### src/rtl/wb_host_bridge.sv
// Single-outstanding Wishbone master: turns host request/response handshakes into
// classic-pipelined Wishbone cycles with retry, error and timeout handling.
module wb_host_bridge #(
    parameter int ADDR_WIDTH = 3,
    parameter int TIMEOUT    = 255,
    parameter int MAX_RETRY  = 3
) (
    input  logic                  clk_i,
    input  logic                  rst_n_i,
    input  logic                  host_req_i,
    input  logic                  host_we_i,
    input  logic [ADDR_WIDTH-1:0] host_adr_i,
    input  logic [3:0]            host_sel_i,
    input  logic [31:0]           host_dat_i,
    output logic                  host_ready_o,
    output logic                  host_ack_o,
    output logic                  host_err_o,
    output logic [1:0]            host_status_o,
    output logic [31:0]           host_dat_o,
    output logic                  wb_cyc_o,
    output logic                  wb_stb_o,
    output logic                  wb_we_o,
    output logic [ADDR_WIDTH-1:0] wb_adr_o,
    output logic [3:0]            wb_sel_o,
    output logic [31:0]           wb_dat_o,
    input  logic                  wb_ack_i,
    input  logic                  wb_err_i,
    input  logic                  wb_rty_i,
    input  logic                  wb_stall_i,
    input  logic [31:0]           wb_dat_i
);

    typedef enum logic [1:0] {
        S_IDLE,
        S_BUS,
        S_GAP,
        S_RESP
    } state_t;

    localparam logic [1:0] ST_OK   = 2'b00;
    localparam logic [1:0] ST_BERR = 2'b01;
    localparam logic [1:0] ST_TMO  = 2'b10;
    localparam logic [1:0] ST_RTY  = 2'b11;

    localparam logic [15:0]           TMO_LAST  = 16'(TIMEOUT);
    localparam logic [3:0]            RETRY_MAX = 4'(MAX_RETRY);
    localparam logic [ADDR_WIDTH-1:0] WORD_MASK = ~(ADDR_WIDTH'(3));

    state_t                r_state;
    logic                  r_ready;
    logic                  r_ack_p;
    logic                  r_err_p;
    logic [1:0]            r_status;
    logic [31:0]           r_rdat;
    logic                  r_cyc;
    logic                  r_stb;
    logic                  r_we;
    logic [ADDR_WIDTH-1:0] r_adr;
    logic [3:0]            r_sel;
    logic [31:0]           r_wdat;
    logic [3:0]            r_retry;
    logic [15:0]           r_tmo;

    always_ff @(posedge clk_i or negedge rst_n_i) begin
        if (!rst_n_i) begin
            r_state  <= S_IDLE;
            r_ready  <= 1'b1;
            r_ack_p  <= 1'b0;
            r_err_p  <= 1'b0;
            r_status <= ST_OK;
            r_rdat   <= '0;
            r_cyc    <= 1'b0;
            r_stb    <= 1'b0;
            r_we     <= 1'b0;
            r_adr    <= '0;
            r_sel    <= '0;
            r_wdat   <= '0;
            r_retry  <= '0;
            r_tmo    <= '0;
        end else begin
            case (r_state)
                S_IDLE: begin
                    if (host_req_i) begin
                        r_we    <= host_we_i;
                        r_adr   <= host_adr_i & WORD_MASK;
                        r_sel   <= host_sel_i;
                        r_wdat  <= host_dat_i;
                        r_retry <= '0;
                        r_tmo   <= 16'd1;
                        r_cyc   <= 1'b1;
                        r_stb   <= 1'b1;
                        r_ready <= 1'b0;
                        r_state <= S_BUS;
                    end
                end

                S_BUS: begin
                    // Terminations are honoured even while the strobe is still stalled;
                    // err outranks ack, ack outranks rty, any of them outranks timeout.
                    if (wb_err_i) begin
                        r_status <= ST_BERR;
                        r_err_p  <= 1'b1;
                        r_cyc    <= 1'b0;
                        r_stb    <= 1'b0;
                        r_state  <= S_RESP;
                    end else if (wb_ack_i) begin
                        if (!r_we) begin
                            r_rdat <= wb_dat_i;
                        end
                        r_status <= ST_OK;
                        r_ack_p  <= 1'b1;
                        r_cyc    <= 1'b0;
                        r_stb    <= 1'b0;
                        r_state  <= S_RESP;
                    end else if (wb_rty_i) begin
                        r_cyc <= 1'b0;
                        r_stb <= 1'b0;
                        if (r_retry < RETRY_MAX) begin
                            r_retry <= r_retry + 4'd1;
                            r_state <= S_GAP;
                        end else begin
                            r_status <= ST_RTY;
                            r_err_p  <= 1'b1;
                            r_state  <= S_RESP;
                        end
                    end else if (r_tmo == TMO_LAST) begin
                        r_status <= ST_TMO;
                        r_err_p  <= 1'b1;
                        r_cyc    <= 1'b0;
                        r_stb    <= 1'b0;
                        r_state  <= S_RESP;
                    end else begin
                        r_tmo <= r_tmo + 16'd1;
                        if (!wb_stall_i) begin
                            r_stb <= 1'b0;
                        end
                    end
                end

                S_GAP: begin
                    r_tmo   <= 16'd1;
                    r_cyc   <= 1'b1;
                    r_stb   <= 1'b1;
                    r_state <= S_BUS;
                end

                S_RESP: begin
                    r_ack_p <= 1'b0;
                    r_err_p <= 1'b0;
                    r_ready <= 1'b1;
                    r_state <= S_IDLE;
                end

                default: begin
                    r_state <= S_IDLE;
                    r_ready <= 1'b1;
                    r_cyc   <= 1'b0;
                    r_stb   <= 1'b0;
                    r_ack_p <= 1'b0;
                    r_err_p <= 1'b0;
                end
            endcase
        end
    end

    assign host_ready_o  = r_ready;
    assign host_ack_o    = r_ack_p;
    assign host_err_o    = r_err_p;
    assign host_status_o = r_status;
    assign host_dat_o    = r_rdat;
    assign wb_cyc_o      = r_cyc;
    assign wb_stb_o      = r_stb;
    assign wb_we_o       = r_we;
    assign wb_adr_o      = r_adr;
    assign wb_sel_o      = r_sel;
    assign wb_dat_o      = r_wdat;

endmodule

### config.mk
export PLATFORM = sky130hd
export DESIGN_NAME = wb_host_bridge
export DESIGN_NICKNAME = d
export VERILOG_FILES = /design/src/rtl/wb_host_bridge.sv
export SDC_FILE = /design/constraint.sdc
export NUM_CORES = 1
export LEC_CHECK = 0
export ABC_CLOCK_PERIOD_IN_PS = 3100
export BUFFER_PORTS_ARGS = -buffer_cell sky130_fd_sc_hd__buf_2
export CORE_MARGIN = 5
export CORE_UTILIZATION = 35
export CTS_CLUSTER_DIAMETER = 50
export DETAILED_ROUTE_END_ITERATION = 7
export RECOVER_POWER = 25
export SLEW_MARGIN = 40
export SYNTH_ARGS = -nofsm -noshare
export SYNTH_HDL_FRONTEND = slang
export SYNTH_SLANG_ARGS = --single-unit
### constraint.sdc
create_clock -name clk_i -period 3.1 [get_ports clk_i]
set_input_delay 0 -clock clk_i [delete_from_list [all_inputs] [get_ports clk_i]]
set_output_delay 0 -clock clk_i [all_outputs]
set_load 0.05 [all_outputs]
## Yosys cells after proc, flatten, opt, wreduce, memory -nomap -nowiden

Index checks and enable logic that the tools add are counted.

| storage, ports and cells | value |
|---|---|
| bits in registers | 99 |
| input bits | 79 |

| cells by class | value |
|---|---|
| equality and inequality tests | 18 |
| multiplexer cells | 47 |
| reductions and logical operators | 17 |
| magnitude comparators | 1 |
| add/subtract/negate cells | 2 |
| bitwise gates (word level) | 2 |

Operators with widths:

| operator | count |
|---|---|
| two-way mux 16 bit | 5 |
| case mux 16 bit (3 select lines) | 1 |
| two-way mux 2 bit | 10 |
| two-way mux 4 bit | 5 |
| two-way mux 1 bit | 19 |
| adder 16 x 1 -> 16 bit (second input constant) | 1 |
| equality test 16 x 8 -> 1 bit (second input constant) | 1 |
| inequality test 2 bit (second input constant) | 8 |
| inequality test 4 bit (second input constant) | 3 |
| AND reduction 3 bit | 4 |
| AND reduction 6 bit | 2 |
| case mux 2 bit (4 select lines) | 1 |
| case mux 4 bit (2 select lines) | 1 |
| AND reduction 4 bit | 2 |
| inequality test 6 bit (second input constant) | 1 |
| case mux 1 bit (2 select lines) | 3 |
| case mux 1 bit (3 select lines) | 2 |
| AND reduction 2 bit | 3 |
| nonzero test 2 bit | 3 |
| inequality test 5 bit (second input constant) | 1 |
| adder 4 x 1 -> 4 bit (second input constant) | 1 |
| equality test 2 bit (second input constant) | 2 |
| less-than comparator 4 x 2 -> 1 bit (second input constant) | 1 |
| nonzero test 4 bit | 1 |
| 5 further kinds | 6 |

## Depth between registers and ports, before layout

| logic depth | value |
|---|---|
| depth after elaboration | 6 |
| gate-level depth with buffers | 7 |
| mapped depth without buffers | 6 |

## Least setup slack after synthesis

Ideal clock, no wire load.

| timing | value |
|---|---|
| kind | flip-flop to flip-flop |
| from | register r_tmo[13] |
| to | register r_tmo[13] |
| stages on the path, launching flop included | 7 |
| data required time | 2.976 ns |
| data arrival time | 1.950 ns |
| path slack | 1.026 ns |
| buffers on the path | 1 |
| library setup time | 0.124 ns |
| cell sequence | dfrtp_1 > or4_4 > o41a_1 > nand3_1 > buf_4 > nor3_1 > a211o_2 |

| between the ends | value |
|---|---|
| longest elaborated chain between the ends | 6 |

RTL lines:

| element | line | source |
|---|---|---|
| start: declaration | 62 | `logic [15:0] r_tmo;` |
| start signal: assignment | 133 | `r_tmo <= r_tmo + 16'd1;` |
| adder 16 x 1 -> 16 bit | 133 |  |
| two-way mux 16 bit | 126 | `end else if (r_tmo == TMO_LAST) begin` |
| two-way mux 16 bit | 115 | `end else if (wb_rty_i) begin` |
| two-way mux 16 bit | 106 | `end else if (wb_ack_i) begin` |
| two-way mux 16 bit | 100 | `if (wb_err_i) begin` |
| case mux 16 bit (3 select lines) | 81 | `case (r_state)` |

Several ways; a longest one is shown, not always the timed one. The select of a mux whose other input is x is not followed.
A chain may end at the register's enable or synchronous reset.

## Final worst setup path

Ends and elaborated chain as after synthesis.

==> results.json <==
{
  "status": "finished, violations left",
  "failed_checks": "max-capacitance violations, max-slew violations",
  "combPwrFrac": 0.518,
  "seq_area_frac_synth": 0.597,
  "leakage_uw": 0.00288,
  "sum_of_negative_setup_slack_ps": 0,
  "worst_r2r_src": "r_tmo[13]",
  "timing.hold.ws_ps": 21.3,
  "regToRegSetupSlack_ps": 700,
  "floorplan.core_area_sq_um": 11500,
  "yosys_warnings": 0,
  "cp-start-kind": "register",
  "timing.final.crit_period_ps": 2400,
  "die_w_um": 119,
  "cpMaxStageDelayCell": "sky130_fd_sc_hd__or4_4",
  "number_of_synthesized_flops_with_an_enable_pin": 0,
  "top_signal_layer_used": "met4",
  "synthArstFlopShare": 1.00,
  "tritoncts": "yes",
  "insertion_delay_ps": 340,
  "critPathKind": "register to register",
  "synth-compound-area-share": 0.0884,
  "postRouteWirelength_mm": 10.5,
  "rows": 39,
  "cell_internal_pwr_uw": 3510,
  "route.detailed.drc": 0,
  "cp.buffers_inverters": 1,
  "path_clk_slew_ps": 70,
  "layout.core_utilization": 0.527,
  "clk_path_buf_depth": 2,
  "cp_max_fo": 9,
  "sequentialPowerShare": 0.318,
  "synth_cells": 315,
  "grt.overflow.total": 0,
  "timing.fmax_mhz": 417,
  "synthFlopType": "sky130_fd_sc_hd__dfrtp_1",
  "die_area_sq_um": 14100,
  "netSwitchingFraction": 0.481,
  "finClkSkew_ps": 7.64,
  "worstRegToRegCells": 6,
  "critical-path-max-stage-delay_ps": 570,
  "die_height_um": 119,
  "slew_violations": 81,
  "effective_utilization_at_floorplan": 0.360,
  "worst_ir_drop_vdd_mv": 0.741,
  "worst_slew_margin_rel": -0.315,
  "dr_vias": 3359,
  "synth_adder_area_share": 0.00603,
  "drive_above_1_share": 0.465,
  "p_clk_frac": 0.164,
  "htree_levels": 3,
  "detailedRoute.firstPassIterationCount": 5,
  "via_count_of_the_first_global_routing_pass": 3525,
  "post-cts-setup-buffers": 0,
  "cp_data_required_time_ps": 3330,
  "power-per-cell-area_nw_per_um2": 1120,
  "clock-sinks": 99,
  "cts-buffers-inserted": 9,
  "synth_top_area_cell": "sky130_fd_sc_hd__dfrtp_1",
  "synth.mux.area_fraction": 0.192,
  "cpLargestDelayFamily": "simple AND/OR/NAND/NOR gates",
  "crit_path_cell_trace": "or4_4 -> o41ai_4 -> nor3_1 -> buf_4 -> and3_2 -> a211o_2",
  "synth-xor-area-share": 0,
  "num-nets-final": 623,
  "ctsRootBufferMaster": "sky130_fd_sc_hd__clkbuf_16",
  "yosys.cell_types.count": 47,
  "routed-wl-met2_mm": 5.49,
  "grt.total_usage": 0.154,
  "grt_pass1_wl_mm": 17.6,
  "worst_pin_slew_ps": 1970,
  "wl_per_cell_um": 15.2,
  "detailroute.wirelength.met3_um": 705,
  "finalHoldViolations": 0,
  "worst_hold_path.num_cells": 3,
  "hold_path.class": "input port to register",
  "postSynthAreaPerCell_sq_um": 13.2,
  "yosys_top_cell_area_share": 0.591,
  "antenna_found_initial": 1,
  "pin_count_of_the_biggest_net_entering_global_routing": 81,
  "ranking_of_synthesized_cells_by_area": "sky130_fd_sc_hd__dfrtp_1 (59%), sky130_fd_sc_hd__mux2_2 (19%), sky130_fd_sc_hd__o21ai_0 (1.9%)",
  "netSwitchingPower_uw": 3260,
  "fin_crit_sh": 0.774,
  "max_cap_violations": 1,
  "met1Wirelength_mm": 4.09,
  "synth.cell_area_sq_um": 4150,
  "postSynthRegisterBits": 99,
  "rr_endpoint": "r_tmo[13]",
  "setup.worst_path.end_class": "register",
  "dp_hpwl_mm": 6.97,
  "route.antenna.remaining_nets": 0,
  "postCtsHoldBufs": 72,
  "synth_top_family_by_area": "multiplexers",
  "viasPerCell": 4.86,
  "critical_path.startpoint": "r_tmo[13]",
  "initial_drt_markers": 98,
  "hold-path-endpoint": "host_status_o[1]",
  "cp_data_arrival_time_ps": 2630,
  "count_of_instances_resized_after_the_clock_tree_is_built": 0,
  "synth_simple_gate_area_share": 0.0875,
  "ioPinCount": 158,
  "setup_viol": 0,
  "gp_congestion": 0.778,
  "areaGrowthSynthToFinish_pct": 46.4,
  "grt_setup_unrepaired": "no",
  "worstHoldStart": "wb_err_i",
  "portBuffers": 153
}
## per-layer routing
metal	GRT usage	vias up
li1	-	1588
met1	0.175	1655
met2	0.266	101
met3	0.0493	15
met4	0.0695	0
met5	0	-
## cell families after synthesis
| kind of cell | count (synthesis) |
|---|---|
| compound gates | 51 |
| fa+ha+maj | 2 |
| buf+inv | 21 |
| flops | 99 |
| mux | 71 |
| other cells | 1 |
| simple gates | 70 |
## cells in the mapped netlist, types with 2 or more instances
master,count
sky130_fd_sc_hd__dfrtp_1,98
sky130_fd_sc_hd__mux2_2,70
sky130_fd_sc_hd__nor2_1,16
sky130_fd_sc_hd__o21ai_0,16
sky130_fd_sc_hd__nand2_1,13
sky130_fd_sc_hd__a21oi_1,11
sky130_fd_sc_hd__nand3_1,9
sky130_fd_sc_hd__inv_1,6
sky130_fd_sc_hd__and3_1,5
sky130_fd_sc_hd__nand4_1,5
sky130_fd_sc_hd__buf_1,4
sky130_fd_sc_hd__buf_4,4
sky130_fd_sc_hd__nor3_1,4
sky130_fd_sc_hd__o31ai_1,4
sky130_fd_sc_hd__or3_1,4
sky130_fd_sc_hd__a21o_1,3
sky130_fd_sc_hd__a31oi_1,3
sky130_fd_sc_hd__clkbuf_1,3
sky130_fd_sc_hd__nand2b_1,3
sky130_fd_sc_hd__o21ba_2,3
sky130_fd_sc_hd__buf_2,2
sky130_fd_sc_hd__ha_1,2
sky130_fd_sc_hd__nand3b_1,2
sky130_fd_sc_hd__nor2b_1,2
## power groups by stage
stage | combinational, uW | sequential [uW] | clock (uW)
2_1_floorplan | 886 | 3920 | 0
3_3_place_gp | 3430 | 2140 | 0
3_5_place_dp | 3470 | 2170 | 0
4_1_cts | 3540 | 2160 | 1160
5_1_grt | 3680 | 2230 | 1210
6_report | 3510 | 2150 | 1110
## stage by stage
step	setup slack [ps]	power (uW)	instance area (sq um)	instances
2_1_floorplan	1030	4800	4150	316
3_3_place_gp	750	5580	5050	602
3_5_place_dp	735	5640	5060	602
4_1_cts	720	6850	6070	689
5_1_grt	602	7110	6070	691
6_report	701	6770	6070	691
## layout by cell type (no fill, tap or decap), types with 5 or more instances in the layout
cell	n
sky130_fd_sc_hd__buf_2	152
sky130_fd_sc_hd__nand3_1	9
sky130_fd_sc_hd__nand2_1	13
sky130_fd_sc_hd__nor2_1	15
sky130_fd_sc_hd__a21oi_1	11
sky130_fd_sc_hd__clkbuf_16	9
sky130_fd_sc_hd__o21ai_0	16
sky130_fd_sc_hd__buf_4	5
sky130_fd_sc_hd__inv_1	6
sky130_fd_sc_hd__nand4_1	5
sky130_fd_sc_hd__mux2_2	70
sky130_fd_sc_hd__dfrtp_1	98
sky130_fd_sc_hd__and3_1	5
sky130_fd_sc_hd__dlygate4sd3_1	72
## worst register-to-register path, stage by stage, from the launching register on
cell,delay [ps]
sky130_fd_sc_hd__dfrtp_1,430
sky130_fd_sc_hd__or4_4,570
sky130_fd_sc_hd__o41ai_4,390
sky130_fd_sc_hd__nor3_1,190
sky130_fd_sc_hd__buf_4,220
sky130_fd_sc_hd__and3_2,200
sky130_fd_sc_hd__a211o_2,290
## area by class of cell
cell class / count / area (sq um)
fill: 1016 / 5440
multi-input combinational: 196 / 1570
clock buffer: 13 / 260
sequential: 99 / 2480
antenna: 2 / 5.00
tap: 143 / 179
timing repair buffer: 230 / 1520
inverter: 6 / 22.5
clock inverter: 2 / 35.0
## state kept, by name, indices dropped and copies added, names as in the netlist
name and flops:
host_dat_o 32, wb_dat_o 32, r_tmo 16, r_retry 4, wb_sel_o 4, host_status_o 2
r_state 2, host_ack_o 1, host_err_o 1, host_ready_o 1, wb_adr_o 1, wb_cyc_o 1
wb_stb_o 1, wb_we_o 1
## worst max-delay path by stage
stage	end	slack (ps)	cells after the start
2_1_floorplan	r_tmo[13]	1030	6
3_3_place_gp	r_tmo[13]	750	6
3_5_place_dp	r_tmo[13]	740	6
4_1_cts	r_tmo[13]	720	6
5_1_grt	r_tmo[13]	600	6
6_report	r_tmo[13]	700	6
Note: power is estimated with default switching activity, not from simulation.
